## config.mk

```make
export PLATFORM = sky130hd
export DESIGN_NAME = rns_to_bin_mrc
export DESIGN_NICKNAME = d
export VERILOG_FILES = /design/src/rtl/rns_to_bin_mrc.sv
export SDC_FILE = /design/constraint.sdc
export NUM_CORES = 1
export LEC_CHECK = 0
export CAP_MARGIN = 20
export CORE_MARGIN = 2
export CORE_UTILIZATION = 43
export DETAILED_ROUTE_END_ITERATION = 6
export PLACE_DENSITY = 0.63
export SYNTH_ARGS = -nofsm -noshare
export SYNTH_HDL_FRONTEND = slang
export SYNTH_SLANG_ARGS = --single-unit
```

## constraint.sdc

```tcl
create_clock -name clk -period 9.6 [get_ports clk]
set_input_delay 2.88 -clock clk [delete_from_list [all_inputs] [get_ports clk]]
set_output_delay 2.88 -clock clk [all_outputs]
set_load 0.1 [all_outputs]
```

## src/rtl/rns_to_bin_mrc.sv

```systemverilog
// Reverse converter from the {13, 11, 7, 5} residue system to binary.
// It uses sequential mixed-radix conversion and produces one digit per cycle.
// X = a1 + 13*a2 + 143*a3 + 1001*a4, where each a_i is a mixed-radix digit.
module rns_to_bin_mrc (
  input  logic        clk,
  input  logic        rst,
  input  logic        in_valid,
  output logic        in_ready,
  input  logic [3:0]  R13,
  input  logic [3:0]  R11,
  input  logic [2:0]  R7,
  input  logic [2:0]  R5,
  output logic        out_valid,
  input  logic        out_ready,
  output logic [12:0] X,
  output logic        err
);

  typedef enum logic [2:0] {IDLE, A2, A3, A4, SUM, OUT} state_t;

  state_t      r_state;
  state_t      w_nextState;

  logic [3:0]  r_a1;
  logic [3:0]  r_a2;
  logic [2:0]  r_a3;
  logic [2:0]  r_a4;
  logic [3:0]  r_r11;
  logic [2:0]  r_r7;
  logic [2:0]  r_r5;
  logic        r_errIn;
  logic        r_outValid;
  logic [12:0] r_x;
  logic        r_err;

  logic [3:0]  w_a1Mod11, w_d2, w_a2Next;
  logic [3:0]  w_a1Mod7, w_a2Mod7, w_d3a, w_m3a, w_d3b;
  logic [2:0]  w_a3Next;
  logic [3:0]  w_a1Mod5, w_a2Mod5, w_a3Mod5, w_d4a, w_m4a, w_d4b, w_d4c;
  logic [2:0]  w_a4Next;
  logic [12:0] w_sum;

  // Subtract in 5-bit two's complement and fold a negative result back by adding the modulus.
  function automatic logic [3:0] subMod(input logic [3:0] a, input logic [3:0] b,
                                        input logic [3:0] m);
    logic [4:0] d;
    d = {1'b0, a} - {1'b0, b};
    if (d[4]) d = d + {1'b0, m};
    return d[3:0];
  endfunction

  // Reduce a digit in 0..12 modulo 5 using two compare/subtract steps.
  function automatic logic [3:0] mod5(input logic [3:0] v);
    if (v >= 4'd10)     return v - 4'd10;
    else if (v >= 4'd5) return v - 4'd5;
    else                return v;
  endfunction

  // Digit arithmetic for each MRC step. Products are at most 90, so a constant modulo keeps them small.
  always_comb begin
    w_a1Mod11 = (r_a1 >= 4'd11) ? r_a1 - 4'd11 : r_a1;
    w_d2      = subMod(r_r11, w_a1Mod11, 4'd11);
    w_a2Next  = 4'(({4'd0, w_d2} * 8'd6) % 8'd11);

    w_a1Mod7  = (r_a1 >= 4'd7) ? r_a1 - 4'd7 : r_a1;
    w_a2Mod7  = (r_a2 >= 4'd7) ? r_a2 - 4'd7 : r_a2;
    w_d3a     = subMod({1'b0, r_r7}, w_a1Mod7, 4'd7);
    w_m3a     = 4'(({4'd0, w_d3a} * 8'd6) % 8'd7);
    w_d3b     = subMod(w_m3a, w_a2Mod7, 4'd7);
    w_a3Next  = 3'(({4'd0, w_d3b} * 8'd2) % 8'd7);

    w_a1Mod5  = mod5(r_a1);
    w_a2Mod5  = mod5(r_a2);
    w_a3Mod5  = mod5({1'b0, r_a3});
    w_d4a     = subMod({1'b0, r_r5}, w_a1Mod5, 4'd5);
    w_m4a     = 4'(({4'd0, w_d4a} * 8'd2) % 8'd5);
    w_d4b     = subMod(w_m4a, w_a2Mod5, 4'd5);
    w_d4c     = subMod(w_d4b, w_a3Mod5, 4'd5);
    w_a4Next  = 3'(({4'd0, w_d4c} * 8'd3) % 8'd5);

    w_sum     = {9'd0, r_a1} + 13'd13 * {9'd0, r_a2}
              + 13'd143 * {10'd0, r_a3} + 13'd1001 * {10'd0, r_a4};
  end

  // State register.
  always_ff @(posedge clk or posedge rst) begin
    if (rst) r_state <= IDLE;
    else     r_state <= w_nextState;
  end

  // Next-state logic. The converter steps through the digits and then waits in OUT for the consumer.
  always_comb begin
    w_nextState = r_state;
    unique case (r_state)
      IDLE:    if (in_valid) w_nextState = A2;
      A2:      w_nextState = A3;
      A3:      w_nextState = A4;
      A4:      w_nextState = SUM;
      SUM:     w_nextState = OUT;
      OUT:     if (out_ready) w_nextState = IDLE;
      default: w_nextState = IDLE;
    endcase
  end

  // Datapath registers. Residues are captured at accept, digits are filled in one per cycle, and the result is held until it is consumed.
  always_ff @(posedge clk or posedge rst) begin
    if (rst) begin
      r_a1       <= '0;
      r_a2       <= '0;
      r_a3       <= '0;
      r_a4       <= '0;
      r_r11      <= '0;
      r_r7       <= '0;
      r_r5       <= '0;
      r_errIn    <= 1'b0;
      r_outValid <= 1'b0;
      r_x        <= '0;
      r_err      <= 1'b0;
    end else begin
      unique case (r_state)
        IDLE: if (in_valid) begin
          r_a1    <= R13;
          r_r11   <= R11;
          r_r7    <= R7;
          r_r5    <= R5;
          r_errIn <= (R13 > 4'd12) | (R11 > 4'd10) | (R7 > 3'd6) | (R5 > 3'd4);
        end
        A2:  r_a2 <= w_a2Next;
        A3:  r_a3 <= w_a3Next;
        A4:  r_a4 <= w_a4Next;
        SUM: begin
          r_x        <= r_errIn ? 13'd0 : w_sum;
          r_err      <= r_errIn;
          r_outValid <= 1'b1;
        end
        OUT: if (out_ready) r_outValid <= 1'b0;
        default: ;
      endcase
    end
  end

  assign in_ready  = (r_state == IDLE);
  assign out_valid = r_outValid;
  assign X         = r_x;
  assign err       = r_err;

endmodule

```

==> flow_metrics.py <==
metrics = {
    "timing": {
        "post-route-min-period_ps": 9290,
        "max_clock_freq_ghz": 0.108,
        "setup-tns-final_ps": 0,
        "period_share": 0.968,
        "fin_worst_skew_ps": 8.28,
        "setup_violations": 0,
        "worst_pin_slew_ps": 992,
        "hold_viol": 0,
        "rsz0062_at_grt": "yes",
        "worst_slack_ps": 306,
        "report.final.slew_viol_count": 0,
        "timing.slew.headroom": 0.337,
    },
    "final_layout": {
        "seq_area_um2": 1080,
        "antennaDiodeCount": 0,
        "drive_gt1_frac": 0.156,
        "nFillCells": 1542,
        "final_area_um2": 8720,
        "areaGrowthSynthToFinish_pct": 19.1,
        "multi_input_area_um2": 6150,
        "fin_nets": 1101,
    },
    "clocking": {
        "numCtsBuffers": 5,
        "cts_hold_buf": 0,
        "clk_latency_ps": 300,
        "cts_max_level": 2,
        "cts_sinks": 43,
        "cts_root_buffer": "clkbuf_16",
        "clk_path_buf_depth": 2,
        "clk_pin_slew_ps": 70,
        "cts_tree": "built",
    },
    "job": {
        "max_cap_viol_count": 0,
    },
    "setup_path": {
        "end_kind": "flip-flop",
        "slowest_stage": "fa_2",
        "slowest_delay_ps": 570,
        "required_ps": 9790,
        "crit_arrival_ps": 9480,
        "crit_fanout": 5,
        "crit_type": "reg2reg",
        "worstSetupStartpointType": "flip-flop",
    },
    "place": {
        "place_congestion": 0.813,
        "placed_area_um2": 8100,
        "port_buffers": 33,
        "place_ws_ps": -174,
        "hpwlAfterDp_mm": 12.0,
    },
    "floorplanning": {
        "dieArea_um2": 18100,
        "start_util": 0.441,
        "rows": 47,
        "core_area_um2": 16600,
        "dieHeight_um": 134,
        "ios": 34,
        "die_w_um": 134,
    },
    "routing": {
        "routedWlPerCell_um": 13.7,
        "wirelength_mm": 15.6,
        "drt-pass1-iter-count": 4,
        "avgViaCountPerCell": 5.24,
        "first_iter_violations": 221,
        "via_count": 5988,
        "ant_nets": 0,
        "drc": 0,
    },
    "synthesis": {
        "synth.cell_area_um2": 7320,
        "avgSynthCellArea_um2": 8.57,
        "synth.net_count": 1033,
        "synth_edf_count": 0,
        "yosys_warnings": 0,
        "yosysUniqueCellTypes": 77,
        "synthCells": 854,
        "ys_seq_area_frac": 0.147,
        "synth_seq_cells": 43,
        "synth_ff_type": "dfrtp_1",
        "async_flop_share": 1.00,
    },
    "min_path": {
        "hp-class": "reg2reg",
    },
    "grt": {
        "track_usage": 0.179,
        "antenna_found_initial": 0,
        "grt_max_degree": 44,
        "grt-ovfl-total": 0,
        "grt_pass1_vias": 5812,
        "grt_pass1_wl_mm": 26.9,
    },
    "status": {
        "outcome": "finished, final reports clean",
    },
}
==> cells in the mapped netlist, drive strengths merged (8+ instances only) <==
master / number / area share
ha: 125 / 0.21
inv: 97 / 0.050
clkbuf: 15 / 0.0077
nand3: 13 / 0.0089
xnor2: 44 / 0.053
nor2b: 11 / 0.0094
xor2: 14 / 0.017
nand2: 64 / 0.033
a211oi: 8 / 0.0089
fa: 36 / 0.098
mux2i: 18 / 0.025
a22o: 9 / 0.011
o21bai: 8 / 0.0082
o211ai: 9 / 0.0092
or3: 8 / 0.0075
nor2: 61 / 0.032
mux2: 15 / 0.023
o31ai: 9 / 0.0099
nand2b: 12 / 0.010
and2: 10 / 0.0085
a21oi: 58 / 0.041
o21ai: 56 / 0.039
nor3: 9 / 0.0068
a21o: 21 / 0.022
dfrtp: 43 / 0.15
==> flip-flops by register name, summed over array words and instances, names as in the netlist <==
name	flops
X	13
r_a1	4
r_a2	4
r_r11	4
r_a3	3
r_a4	3
r_r5	3
r_r7	3
r_state	3
err	1
out_valid	1
r_errIn	1
==> per-layer routing <==
metal  track usage  share of wire  routed length (µm)  up-vias
li1              -              -                   -     3128
met1         0.256           0.51                8010     2765
met2         0.292           0.45                7030       83
met3        0.0267          0.030                 462       12
met4        0.0304         0.0081                 127        0
met5             0              0                   0        -
==> layout by cell type, fill, tap and decap left out, types with 9 or more instances in the layout <==
cell type and count:
a21oi_1 48, xnor2_1 39, inv_1 92, mux2_2 13, nor2_1 59, a21o_1 21
nand2_1 64, nand3_1 13, dfrtp_1 42, nor2b_1 10, mux2i_1 17, a22o_1 9
o21ai_0 48, ha_1 114, and2_1 10, clkdlybuf4s50_1 33, o211ai_1 9, xor2_1 13
buf_4 44, nand2b_1 10, fa_1 32
==> repair_timing <==
item / in CTS / in global routing
endpoints found under the setup margin: 2 / 6
gates resized for setup: 5 / 56
pin swaps: 4 / 27
buffers inserted: 2 / 15
==> final cells by class <==
type                       count  area share
multi-input combinational    697       0.705
timing repair buffer          78      0.0766
tap                          220      0.0316
clock buffer                   6      0.0148
clock inverter                 2     0.00689
inverter                      97      0.0418
sequential                    43       0.124
==> worst max-delay path: cells and delay by family (launching register included) <==
kind / cells / cell delay (ps)
DFF: 1 / 420
muxes: 5 / 1030
adders and majority gates: 12 / 3280
buffers and inverters: 6 / 730
and+or+nand+nor: 7 / 1340
AOI/OAI and AO/OA: 10 / 1780
xor gates and xnor gates: 4 / 590
==> stage by stage <==
step	utilization	hold WS (ps)	std cells
6_report	0.526	482	1143
5_1_grt	0.526	521	1143
4_1_cts	0.502	491	1127
3_5_place_dp	0.488	463	1117
3_3_place_gp	0.488	468	1117
2_1_floorplan	-	487	854
==> logic make-up after synthesis <==
kind of cell / Yosys count / synth area share
DFF: 43 / 0.147
buffers and inverters: 114 / 0.0590
muxes: 33 / 0.0477
and+or+nand+nor: 216 / 0.145
xor gates and xnor gates: 60 / 0.0757
adders and majority gates: 161 / 0.312
AOI/OAI and AO/OA: 227 / 0.213
==> final timing paths <==
kind	start	to	slack, ps	depth (start not counted)
max	r_a1[1]	r_a4[1]	310	44
min	out_valid	out_valid	480	2
max reg2reg	r_a1[1]	r_a4[1]	310	44
min reg2reg	out_valid	out_valid	480	2
max in group asynchronous	rst	r_a1[1]	6120	3
min in group asynchronous	rst	out_valid	3050	3
Power is not shown: default switching activity piles up to over one toggle a cycle in this logic, so the estimate is an artifact.
